[src/rtl/vga_pkg.sv]
// VGA 640x480@60 timing defaults, derived totals/sync windows and coordinate types.
// Pure constants and types; no logic, no latency.
package vga_pkg;
    localparam int XW = 10;
    localparam int YW = 9;
    localparam int HW = 10;
    localparam int VW = 10;

    localparam int DEF_H_ACTIVE = 640;
    localparam int DEF_H_FP     = 16;
    localparam int DEF_H_SYNC   = 96;
    localparam int DEF_H_BP     = 48;
    localparam int DEF_V_ACTIVE = 480;
    localparam int DEF_V_FP     = 10;
    localparam int DEF_V_SYNC   = 2;
    localparam int DEF_V_BP     = 33;

    localparam int H_TOTAL     = DEF_H_ACTIVE + DEF_H_FP + DEF_H_SYNC + DEF_H_BP;
    localparam int V_TOTAL     = DEF_V_ACTIVE + DEF_V_FP + DEF_V_SYNC + DEF_V_BP;
    localparam int HSYNC_START = DEF_H_ACTIVE + DEF_H_FP;
    localparam int HSYNC_END   = HSYNC_START + DEF_H_SYNC;
    localparam int VSYNC_START = DEF_V_ACTIVE + DEF_V_FP;
    localparam int VSYNC_END   = VSYNC_START + DEF_V_SYNC;

    typedef struct packed {
        logic [XW-1:0] x;
        logic [YW-1:0] y;
    } coord_t;
endpackage

[src/rtl/vga_mod_counter.sv]
// Modulo-N counter with enable, wrap carry-out and reset value; o_nxt is the value loaded on this edge.
// Zero latency: o_nxt/o_wrap are combinational from the current count and i_en; no backpressure.
module vga_mod_counter #(
    parameter int W       = 10,
    parameter int N       = 800,
    parameter int RST_VAL = 0
) (
    input  logic         clck,
    input  logic         rst_n,
    input  logic         i_en,
    output logic [W-1:0] o_nxt,
    output logic         o_wrap
);
    logic [W-1:0] r_cnt;
    logic         w_last;

    assign w_last = (r_cnt == W'(N - 1));
    assign o_wrap = i_en && w_last;

    always_comb begin
        o_nxt = r_cnt;
        if (i_en)
            o_nxt = w_last ? '0 : r_cnt + 1'b1;
    end

    always_ff @(posedge clck or negedge rst_n) begin
        if (!rst_n)
            r_cnt <= W'(RST_VAL);
        else
            r_cnt <= o_nxt;
    end
endmodule

[src/rtl/vga_timing.sv]
// VGA raster generator: syncs, coordinates, active flag, per-frame update; optional frame counter via VGA_FRAME_CNT_EN.
// Outputs registered from next h/v on the tick edge (zero counter-to-output latency); free-running, no backpressure.
module vga_timing
    import vga_pkg::*;
#(
    parameter int CLK_DIV  = 2,
    parameter int H_ACTIVE = DEF_H_ACTIVE,
    parameter int H_FP     = DEF_H_FP,
    parameter int H_SYNC   = DEF_H_SYNC,
    parameter int H_BP     = DEF_H_BP,
    parameter int V_ACTIVE = DEF_V_ACTIVE,
    parameter int V_FP     = DEF_V_FP,
    parameter int V_SYNC   = DEF_V_SYNC,
    parameter int V_BP     = DEF_V_BP
) (
    input  logic          clck,
    input  logic          rst_n,
    output logic          pix_stb,
    output logic [XW-1:0] vgax,
    output logic [YW-1:0] vgay,
    output logic          active,
    output logic          hsync,
    output logic          vsync,
    output logic          update
`ifdef VGA_FRAME_CNT_EN
    ,
    output logic [15:0]   frame
`endif
);
    localparam int HT = H_ACTIVE + H_FP + H_SYNC + H_BP;
    localparam int VT = V_ACTIVE + V_FP + V_SYNC + V_BP;

    localparam logic [HW-1:0] L_HACT  = HW'(H_ACTIVE);
    localparam logic [HW-1:0] L_HS_S  = HW'(H_ACTIVE + H_FP);
    localparam logic [HW-1:0] L_HS_E  = HW'(H_ACTIVE + H_FP + H_SYNC);
    localparam logic [VW-1:0] L_VACT  = VW'(V_ACTIVE);
    localparam logic [VW-1:0] L_VS_S  = VW'(V_ACTIVE + V_FP);
    localparam logic [VW-1:0] L_VS_E  = VW'(V_ACTIVE + V_FP + V_SYNC);

    logic          w_tick;
    logic          w_h_wrap;
    logic          w_v_wrap;
    logic [4:0]    w_div_nxt;
    logic [HW-1:0] w_h_nxt;
    logic [VW-1:0] w_v_nxt;
    logic          w_unused;
    coord_t        w_pos;
    logic          w_act;
    logic          w_hs;
    logic          w_vs;
    logic          w_upd;

    logic          r_pix_stb;
    coord_t        r_pos;
    logic          r_active;
    logic          r_hsync;
    logic          r_vsync;
    logic          r_update;

    vga_mod_counter #(.W(5), .N(CLK_DIV), .RST_VAL(0)) u_div (
        .clck(clck), .rst_n(rst_n), .i_en(1'b1), .o_nxt(w_div_nxt), .o_wrap(w_tick)
    );

    // Reset to the last blanking pixel so the first tick lands on (0,0).
    vga_mod_counter #(.W(HW), .N(HT), .RST_VAL(HT - 1)) u_h (
        .clck(clck), .rst_n(rst_n), .i_en(w_tick), .o_nxt(w_h_nxt), .o_wrap(w_h_wrap)
    );

    vga_mod_counter #(.W(VW), .N(VT), .RST_VAL(VT - 1)) u_v (
        .clck(clck), .rst_n(rst_n), .i_en(w_h_wrap), .o_nxt(w_v_nxt), .o_wrap(w_v_wrap)
    );

    assign w_unused = ^{w_div_nxt, w_v_wrap};

    assign w_act   = (w_h_nxt < L_HACT) && (w_v_nxt < L_VACT);
    assign w_pos.x = (w_h_nxt < L_HACT) ? w_h_nxt : '0;
    assign w_pos.y = (w_v_nxt < L_VACT) ? w_v_nxt[YW-1:0] : '0;
    assign w_hs    = !((w_h_nxt >= L_HS_S) && (w_h_nxt < L_HS_E));
    assign w_vs    = !((w_v_nxt >= L_VS_S) && (w_v_nxt < L_VS_E));
    assign w_upd   = (w_h_nxt == '0) && (w_v_nxt == L_VACT);

    always_ff @(posedge clck or negedge rst_n) begin
        if (!rst_n) begin
            r_pix_stb <= 1'b0;
            r_pos     <= '0;
            r_active  <= 1'b0;
            r_hsync   <= 1'b1;
            r_vsync   <= 1'b1;
            r_update  <= 1'b0;
        end else begin
            r_pix_stb <= w_tick;
            r_pos     <= w_pos;
            r_active  <= w_act;
            r_hsync   <= w_hs;
            r_vsync   <= w_vs;
            r_update  <= w_upd;
        end
    end

    assign pix_stb = r_pix_stb;
    assign vgax    = r_pos.x;
    assign vgay    = r_pos.y;
    assign active  = r_active;
    assign hsync   = r_hsync;
    assign vsync   = r_vsync;
    assign update  = r_update;

`ifdef VGA_FRAME_CNT_EN
    logic [15:0] r_frame;

    always_ff @(posedge clck or negedge rst_n) begin
        if (!rst_n)
            r_frame <= '0;
        else if (w_upd && !r_update)
            r_frame <= r_frame + 1'b1;
    end

    assign frame = r_frame;
`endif
endmodule
[config.mk]
export PLATFORM = sky130hd
export DESIGN_NAME = vga_timing
export DESIGN_NICKNAME = d
export VERILOG_FILES = /design/src/rtl/vga_pkg.sv /design/src/rtl/vga_mod_counter.sv /design/src/rtl/vga_timing.sv
export SDC_FILE = /design/constraint.sdc
export NUM_CORES = 1
export LEC_CHECK = 0
export BUFFER_PORTS_ARGS = -buffer_cell sky130_fd_sc_hd__clkbuf_2
export CAP_MARGIN = 20
export CORE_MARGIN = 10
export CORE_UTILIZATION = 25
export CTS_CLUSTER_SIZE = 40
export DETAILED_ROUTE_END_ITERATION = 6
export PLACE_DENSITY_LB_ADDON = 0.12
export SYNTH_ARGS = -nofsm -noshare
export SYNTH_HDL_FRONTEND = slang
export SYNTH_SLANG_ARGS = --single-unit
[constraint.sdc]
create_clock -name clck -period 2.75 [get_ports clck]
set_input_delay 0.4125 -clock clck [delete_from_list [all_inputs] [get_ports clck]]
set_output_delay 0.4125 -clock clck [all_outputs]
set_load 0.01 [all_outputs]
==> metrics.txt, run 1 <==
die area 13400 um2; cts bufs inserted 5; library cells used by synthesis 48; area grow syn2layout 26.7%; CTS tree done; drt pass-1 iters 4; failing checks setup timing; status finished with violations; Slew @ Worst Pin 0.640 ns; dpl cells 381; required time worst endpoint 2.97 ns; Clock Pin Slew Worst Setup and Hold Paths 0.09 ns; reg-to-reg endpoint vsync$_DFF_PN1_; setup bufs post-CTS 0; number of global-route vias before repair 1793; worst r2r src u_v.r_cnt[1]$_DFF_PN0_; fin cells 389; GRT overflow 0; vias per cell 4.64; synthesis-stage register bit count 49; clock root cell clkbuf_8; Port Buffers 25; initial antenna violation count 0; core area 8850 um2; Clock Path Buffers 2; P per Cell Area 409 nW/um2; GPL Wtd Cong 0.806; min-delay worst type in -> async; share of the synthesized area in the top cell type 0.403; Seq/Total Area, Yosys 0.541; Final setup viols 1; post-DP HPWL 4400 um; Leak Pwr 1.42 nW; r2r setup slk -0.02 ns; most common cell after layout, fill and taps aside dfrtp_1; Synth area leader dfrtp_1; Clock Skews 0.0142 ns; DRC Markers 0; aggregate global-route resource usage 0.0915; Initial Util 0.259; number of flops mapped to enable cells by yosys 0; setup TNS -0.0208 ns; mean area per synthesized cell 10.2 um2; Crit. End Element flop; first-pass GRT wire length 9670 um; CTS H-tree depth 2; drt total wl 5890 um; Tot Pwr 1.19 mW; Final Max Tran Viols 0; DRT antenna net count 0; share of cells above drive strength 1 0.327; synth top area cells dfrtp_1, dfstp_2, nor2_1, inv_1, nand2_1; Max-Cap Viols 0; DR iter-0 viols 117; Final min period 2.77 ns; Die X 116 um; RSZ-0062 raised after global routing true; Worst Path Max Fanout 3; Worst VDD drop 0.000188 V; Setup CP Type reg -> reg; Hold Vio Cnt, Final 0; cts hold-fix bufs 0; Synth Instances 224; Synthesized Nets 231; row count 34; most frequent cells in the layout dfrtp_1, buf_4, nor2_1, clkbuf_2, inv_1; NumNets Final 287; achievable frequency 361 MHz; fin crit share 1.01; DIE HEIGHT 116 um; largest net degree at the start of global routing 50; critical path arrival 2.99 ns; Slew HR 0.573; ys flop type dfrtp_1; Routed WL per cell 15.1 um; Reg area 1240 um2; CTS sink count 49; Synth Cell Area 2290 um2; Inserted Diodes 0; Yosys warning total 0; routed vias 1804; Clock Latency Late Sink 0.31 ns; Async S/R FF share, synth 1.00; Worst Setup Start Kind flop; footprint of the multi-input gates 1020 um2; final worst setup slack -0.0208 ns; fill cell count 945; worst hold slack 0.184 ns; Worst Reg-to-Reg Cells 8; num ports 26
worst max-delay path: stages, from the launching register on:
cell and delay, ns:
dfrtp_1 0.39, inv_1 0.07, ha_1 0.13, or4b_4 0.45, or4_4 0.47, a2111oi_4 0.30
nor3_1 0.10, or4_4 0.43, or3_1 0.36
how the worst max path moves through the flow:
stage	from	end	slack, ns	depth (start not counted)
2_1_floorplan	u_v.r_cnt[0]$_DFF_PN0_	vsync$_DFF_PN1_	0.04	8
3_3_place_gp	u_v.r_cnt[1]$_DFF_PN0_	vsync$_DFF_PN1_	0.05	8
3_5_place_dp	u_v.r_cnt[1]$_DFF_PN0_	update$_DFF_PN0_	-0.04	8
4_1_cts	u_v.r_cnt[1]$_DFF_PN0_	update$_DFF_PN0_	-0.02	8
5_1_grt	u_v.r_cnt[0]$_DFF_PN0_	vsync$_DFF_PN1_	-0.10	8
6_report	u_v.r_cnt[1]$_DFF_PN0_	vsync$_DFF_PN1_	-0.02	8
registers in the layout (all words and copies together), names as in the netlist:
signal / flops
pix_stb: 1
update: 1
u_h.r_cnt: 10
vgax: 10
vgay: 9
active: 1
vsync: 1
u_div.r_cnt: 5
u_v.r_cnt: 10
hsync: 1
cell families (layout without fill, tap and decap cells):
| logic type | after synthesis | in the layout | share of synthesized area |
|---|---|---|---|
| adder cells (fa/ha/maj) | 5 | 5 | 0.0273 |
| AO/OA/AOI/OAI | 31 | 31 | 0.0976 |
| AND/OR/NAND/NOR | 105 | 105 | 0.256 |
| XOR/XNOR | 9 | 9 | 0.0343 |
| flip-flops | 49 | 49 | 0.541 |
| multiplexers | 1 | 1 | 0.00436 |
| buffers and inverters | 24 | 81 | 0.0398 |
Yosys cell counts (2+ instances only):
cell	n
and3b_1	2
nor2b_1	7
nand4_1	4
dfrtp_1	37
nor4_1	8
xnor2_1	5
o211ai_1	2
a21o_1	2
or4_1	2
and3_1	2
clkbuf_1	3
ha_1	5
nor3_1	6
dfstp_2	12
o21ai_0	9
nand2b_1	2
and4_1	3
nor2_1	27
a21oi_1	5
and2_1	4
nand2_1	17
inv_1	19
xor2_1	4
o211a_1	2
o31ai_1	2
or3_1	2
nand3_1	10
power breakdown:
part           switching, mW  internal (mW)  total (mW)
sequential                 0          0.721       0.721
combinational         0.0138        0.00143      0.0153
clock                  0.249          0.204       0.453
total                  0.263          0.927        1.19
per-layer routing:
| metal | GRT usage | vias to the layer above | wire length, um |
|---|---|---|---|
| met5 | 0 | - | 0 |
| met4 | 0.0375 | 0 | 97 |
| met3 | 0.0217 | 4 | 198 |
| met2 | 0.128 | 31 | 2520 |
| met1 | 0.131 | 880 | 3070 |
| li1 | - | 889 | - |
timing repair:
action,CTS,global route
setup endpoints to repair,2,19
gates resized for setup,0,15
pin swaps,0,2
metrics by stage:
stage,setup WS (ns),cell area (um2),utilization
after detailed placement,-0.0370,2750,0.311
after floorplan,0.0356,2290,-
after global placement,0.0482,2750,0.311
final,-0.0208,2910,0.329
after CTS,-0.0235,2850,0.322
after global routing,-0.103,2910,0.329
cell type report:
cell class,instances,share of cell area
Sequential cell,49,0.427
Tap cell,108,0.0465
Inverter,20,0.0258
Timing Repair Buffer,53,0.117
Clock buffer,6,0.0284
Clock inverter,2,0.00473
Multi-Input combinational cell,151,0.351
No activity file was read; power rests on OpenSTA's default activity.
==> run 2: changes to the inputs <==
Settings changed: PLACE_DENSITY_LB_ADDON 0.12 to 0.2, SKIP_CTS_REPAIR_TIMING set to 1.
==> run 2 against run 1 <==
Effect of this change:
- the flow still finishes with violations (setup timing)
- routed wire length fell by 1.7%
- largest power group unchanged
- sequential share of layout area fell by 0.54 points
- design area rose by 1.3%
- clock power fell by 6.8%
- via count rose by 2.2%
- clock skew fell by 0.0077 ns
- total power fell by 2.5%
- first-iteration DRC count fell by 32%
==> metrics.txt, run 2 (synthesis results as in run 1) <==
Worst Setup Start Kind flop (unchanged); Slew HR 0.649 (was 0.573); initial antenna violation count 0 (unchanged); GPL Wtd Cong 0.832 (was 0.806); Final Max Tran Viols 0 (unchanged); cell chain of the critical path inv_2 -> ha_4 -> or4b_4 -> or4_4 -> a2111oi_4 -> nor3_2 -> or4_4 -> or3_1 (was inv_1 -> ha_1 -> or4b_4 -> or4_4 -> a2111oi_4 -> nor3_1 -> or4_4 -> or3_1); DRC Markers 0 (unchanged); Tot Pwr 1.16 mW (was 1.19 mW); area grow syn2layout 28.4% (was 26.7%); Clock Latency Late Sink 0.30 ns (was 0.31 ns); Clk network pwr share 0.364 (was 0.381); Sw Share 0.220 (was 0.221); Die X 116 um (unchanged); cts bufs inserted 5 (unchanged); most used cell, CP or4_4 (unchanged); first-pass GRT wire length 9410 um (was 9670 um); CTS tree done (unchanged); NumNets Final 289 (was 287); num ports 26 (unchanged); vias per cell 4.72 (was 4.64); clock root cell clkbuf_8 (unchanged); drt pass-1 iters 4 (unchanged); DR iter-0 viols 79 (was 117); CP max stage delay 0.45 ns (was 0.47 ns); Crit. End Element flop (unchanged); most frequent cells in the layout dfrtp_1, buf_4, nor2_1 (was dfrtp_1, buf_4, nor2_1, clkbuf_2, inv_1); worst hold slack 0.476 ns (was 0.184 ns); die area 13400 um2 (unchanged); Initial Util 0.259 (unchanged); GRT overflow 0 (unchanged); CP max stage cell or4b_4 (was or4_4); Inserted Diodes 0 (unchanged); final core area utilization 0.333 (was 0.329); Clock Pin Slew Worst Setup and Hold Paths 0.09 ns (about the same); sw power 256 uW (was 263 uW); dpl cells 379 (was 381); Routed WL per cell 14.8 um (was 15.1 um); reg-to-reg endpoint vsync$_DFF_PN1_ (unchanged); share of cells above drive strength 1 0.343 (was 0.327); critical path arrival 3.01 ns (was 2.99 ns); Leak Pwr 1.45 nW (was 1.42 nW); final worst setup slack -0.0353 ns (was -0.0208 ns); Setup crit end vsync$_DFF_PN1_ (unchanged); P per Cell Area 394 nW/um2 (was 409 nW/um2); DRT antenna net count 0 (unchanged); min-delay worst type reg -> reg (was in -> async); Clock Skews 0.00650 ns (was 0.0142 ns); critical path startpoint u_v.r_cnt[0]$_DFF_PN0_ (was u_v.r_cnt[1]$_DFF_PN0_); Crit path max-delay family simple AND/OR/NAND/NOR gates (unchanged); aggregate global-route resource usage 0.0890 (was 0.0915); fin cells 391 (was 389); largest net degree at the start of global routing 42 (was 50); combinational fraction of design power 0.014 (was 0.013); Seq pwr share 0.622 (was 0.606); WP buf/inv 1 (unchanged); drt total wl 5790 um (was 5890 um); Port Buffers 25 (unchanged); achievable frequency 359 MHz (was 361 MHz); Final setup viols 1 (unchanged); RSZ-0062 raised after global routing true (unchanged); Setup CP Type reg -> reg (unchanged); post-DP HPWL 4230 um (was 4400 um); worst r2r src u_v.r_cnt[0]$_DFF_PN0_ (was u_v.r_cnt[1]$_DFF_PN0_); Worst VDD drop 0.000166 V (was 0.000188 V); Hold Vio Cnt, Final 0 (unchanged); Worst Reg-to-Reg Cells 8 (unchanged); r2r setup slk -0.04 ns (was -0.02 ns); Worst path depth 8 (unchanged); Slew @ Worst Pin 0.527 ns (was 0.640 ns); CTS H-tree depth 2 (unchanged); CTS sink count 49 (unchanged); Internal 904 uW (was 927 uW); number of global-route vias before repair 1826 (was 1793); Setup WS pre-CTS -0.0123 ns (was -0.0370 ns); core area 8850 um2 (unchanged); Max-Cap Viols 0 (unchanged); DIE HEIGHT 116 um (unchanged); Final min period 2.79 ns (was 2.77 ns); routed vias 1844 (was 1804); status finished with violations (unchanged); row count 34 (unchanged); failing checks setup timing (unchanged); Worst Path Max Fanout 2 (was 3); fin crit share 1.01 (about the same); most common cell after layout, fill and taps aside dfrtp_1 (unchanged); Clock Path Buffers 2 (unchanged); required time worst endpoint 2.98 ns (was 2.97 ns)
[run 2: power groups by stage]
stage,clock network (mW),logic (mW),registers [mW]
after floorplan,0,0.000000512,0.735
after global placement,0,0.0168,0.734
after detailed placement,0,0.0173,0.734
after CTS,0.442,0.0173,0.721
after global routing,0.480,0.0204,0.721
final,0.422,0.0164,0.721
[run 2: routing by layer]
layer | track usage | up-vias | share of wire
li1 | - | 896 | -
met1 | 0.115 | 898 | 0.47
met2 | 0.138 | 43 | 0.46
met3 | 0.0202 | 7 | 0.045
met4 | 0.0400 | 0 | 0.023
met5 | 0 | - | 0
[run 2: area by class of cell]
class                      instances  area [um2]
clock inverter                     1        7.51
multi-input combinational        151        1050
tap                              108         135
inverter                          20        75.1
timing repair buffer              55         357
clock buffer                       7        76.3
fill                             921        5900
sequential                        49        1240
[run 2: metrics by stage]
| step | TNS, ns | area, um2 |
|---|---|---|
| 2_1_floorplan | 0 | 2290 |
| 3_3_place_gp | 0 | 2730 |
| 3_5_place_dp | -0.0123 | 2730 |
| 4_1_cts | -0.0761 | 2820 |
| 5_1_grt | -0.187 | 2950 |
| 6_report | -0.0353 | 2950 |
[run 2: worst min-delay path by stage]
stage | startpoint | endpoint | slack (ns) | depth (start not counted)
after CTS | rst_n | vgay[8]$_DFF_PN0_ | -0.05 | 1
after global routing | u_div.r_cnt[4]$_DFF_PN0_ | u_div.r_cnt[4]$_DFF_PN0_ | 0.51 | 1
final | u_div.r_cnt[4]$_DFF_PN0_ | u_div.r_cnt[4]$_DFF_PN0_ | 0.48 | 1
after floorplan | rst_n | active$_DFF_PN0_ | 0.12 | 0
after detailed placement | rst_n | vgay[8]$_DFF_PN0_ | 0.29 | 1
after global placement | rst_n | vgay[8]$_DFF_PN0_ | 0.29 | 1
[run 2: worst register-to-register path, stage by stage (launching register included)]
cell and delay [ns]:
dfrtp_1 0.40, inv_2 0.08, ha_4 0.12, or4b_4 0.45, or4_4 0.45, a2111oi_4 0.33
nor3_2 0.10, or4_4 0.43, or3_1 0.36
==> run 3: changes to the inputs <==
==> constraint.sdc (replaced) <==
create_clock -name clck -period 2.75 [get_ports clck]
set_input_delay 0.275 -clock clck [delete_from_list [all_inputs] [get_ports clck]]
set_output_delay 0.275 -clock clck [all_outputs]
set_load 0.01 [all_outputs]
==> run 3 against run 2 <==
Effect of this change:
- the flow still finishes with violations (setup timing)
- clock-buffer cell count is 2 lower
- total power is 0.35% higher
- first-iteration DRC count is 11% higher
- global-route usage is 0.10 points higher
- worst setup slack worse by 0.056 ns
- maximum frequency is 2.0% lower
- critical path depth stayed put
- routed wire length is 0.64% lower
- non-clock buffer count is 1 lower
- hold slack worse by 0.42 ns
- register-to-register slack worse by 0.06 ns
- critical endpoint unchanged
==> metrics.txt, run 3 (synthesis results as in run 1) <==
status finished with violations (unchanged); failing checks setup timing (unchanged); Routed WL per cell 14.7 um (was 14.8 um); routed vias 1809 (was 1844); Port Buffers 25 (unchanged); Final setup viols 2 (was 1); row count 34 (unchanged); Crit. End Element flop (unchanged); cell chain of the critical path inv_1 -> ha_1 -> or4b_4 -> or4_4 -> a2111oi_4 -> nor3_2 -> or4_4 -> or3_1 (was inv_2 -> ha_4 -> or4b_4 -> or4_4 -> a2111oi_4 -> nor3_2 -> or4_4 -> or3_1); min-delay worst type in -> async (was reg -> reg); Clock Path Buffers 2 (unchanged); setup TNS -0.0915 ns (was -0.0353 ns); Final min period 2.84 ns (was 2.79 ns); DIE HEIGHT 116 um (unchanged); Final Max Tran Viols 0 (unchanged); RSZ-0062 raised after global routing true (unchanged); drt pass-1 iters 4 (unchanged); achievable frequency 352 MHz (was 359 MHz); NumNets Final 288 (was 289); GRT overflow 0 (unchanged); first-pass GRT wire length 9570 um (was 9410 um); Worst Path Max Fanout 2 (unchanged); Initial Util 0.259 (unchanged); number of global-route vias before repair 1819 (was 1826); DRT antenna net count 0 (unchanged); required time worst endpoint 2.99 ns (was 2.98 ns); Setup WS pre-CTS -0.102 ns (was -0.0123 ns); Tot Pwr 1.16 mW (about the same); CP max stage delay 0.46 ns (was 0.45 ns); vias per cell 4.64 (was 4.72); CTS tree done (unchanged); DR iter-0 viols 88 (was 79); area grow syn2layout 26.0% (was 28.4%); largest net degree at the start of global routing 50 (was 42); Hold Vio Cnt, Final 0 (unchanged); Inserted Diodes 0 (unchanged); most frequent cells in the layout dfrtp_1, buf_4, nor2_1, clkbuf_2, inv_1 (was dfrtp_1, buf_4, nor2_1); Worst VDD drop 0.000145 V (was 0.000166 V); fill cell count 920 (was 921); share of cells above drive strength 1 0.326 (was 0.343); CP max stage cell or4b_4 (unchanged); final core area utilization 0.327 (was 0.333); Max-Cap Viols 0 (unchanged); Worst Setup Start Kind flop (unchanged); die area 13400 um2 (unchanged); Leak Pwr 1.43 nW (was 1.45 nW); Slew HR 0.583 (was 0.649); critical path arrival 3.08 ns (was 3.01 ns); Clock Latency Late Sink 0.31 ns (was 0.30 ns); num ports 26 (unchanged); Crit path max-delay family simple AND/OR/NAND/NOR gates (unchanged); aggregate global-route resource usage 0.0900 (was 0.0890); CTS H-tree depth 2 (unchanged); clock root cell clkbuf_8 (unchanged); Clock Pin Slew Worst Setup and Hold Paths 0.10 ns (was 0.09 ns); GPL Wtd Cong 0.829 (was 0.832); most common cell after layout, fill and taps aside dfrtp_1 (unchanged); initial antenna violation count 0 (unchanged); Setup CP Type reg -> reg (unchanged); worst hold slack 0.0580 ns (was 0.476 ns); cts bufs inserted 5 (unchanged); post-DP HPWL 4190 um (was 4230 um); most used cell, CP or4_4 (unchanged); Die X 116 um (unchanged); fin crit share 1.03 (was 1.01); Slew @ Worst Pin 0.625 ns (was 0.527 ns); core area 8850 um2 (unchanged); Clock Skews 0.0103 ns (was 0.00650 ns); P per Cell Area 402 nW/um2 (was 394 nW/um2); final worst setup slack -0.0909 ns (was -0.0353 ns); drt total wl 5750 um (was 5790 um); DRC Markers 0 (unchanged); WP buf/inv 1 (unchanged); CTS sink count 49 (unchanged)
[run 3: cell types whose count changed in the layout (fill, tap and decap cells not counted), sizes merged]
cell and change:
clkbuf -2, clkinv +2, dlygate4sd3 -1
[run 3: path summary, 6_finish.rpt]
kind                                     startpoint                       end  slack [ns]  depth (start not counted)
setup / recovery             u_v.r_cnt[1]$_DFF_PN0_           vsync$_DFF_PN1_       -0.09                          8
hold / removal                                rst_n    u_v.r_cnt[4]$_DFF_PN0_        0.06                          2
setup reg to reg             u_v.r_cnt[1]$_DFF_PN0_           vsync$_DFF_PN1_       -0.09                          8
hold reg to reg            u_div.r_cnt[4]$_DFF_PN0_  u_div.r_cnt[4]$_DFF_PN0_        0.48                          1
max in group asynchronous                     rst_n    u_h.r_cnt[5]$_DFF_PN0_        2.27                          2
min in group clck          u_div.r_cnt[4]$_DFF_PN0_  u_div.r_cnt[4]$_DFF_PN0_        0.48                          1
[run 3: where the power goes]
part	leakage [nW]	total, mW	switching [mW]	internal [mW]
Sequential	0.623	0.721	0	0.721
Clock	0.0439	0.427	0.251	0.176
Combinational	0.762	0.0151	0.0137	0.00143
Total	1.43	1.16	0.265	0.898
[run 3: area by class of cell]
class / instances / area (um2) / share of cell area
sequential: 49 / 1240 / 0.429
inverter: 20 / 75.1 / 0.0260
tap: 108 / 135 / 0.0468
multi-input combinational: 151 / 1010 / 0.349
clock buffer: 5 / 68.8 / 0.0238
timing repair buffer: 54 / 343 / 0.119
clock inverter: 3 / 17.5 / 0.00606
[run 3: stage by stage]
stage / cells / area, um2
2_1_floorplan: 224 / 2290
3_3_place_gp: 378 / 2730
3_5_place_dp: 378 / 2730
4_1_cts: 386 / 2810
5_1_grt: 390 / 2890
6_report: 390 / 2890
[run 3: per-layer routing]
layer / up-vias / share of wire / GRT usage
met3: 8 / 0.039 / 0.0191
met2: 38 / 0.45 / 0.133
met1: 867 / 0.49 / 0.123
li1: 896 / - / -
met5: - / 0 / 0
met4: 0 / 0.020 / 0.0409
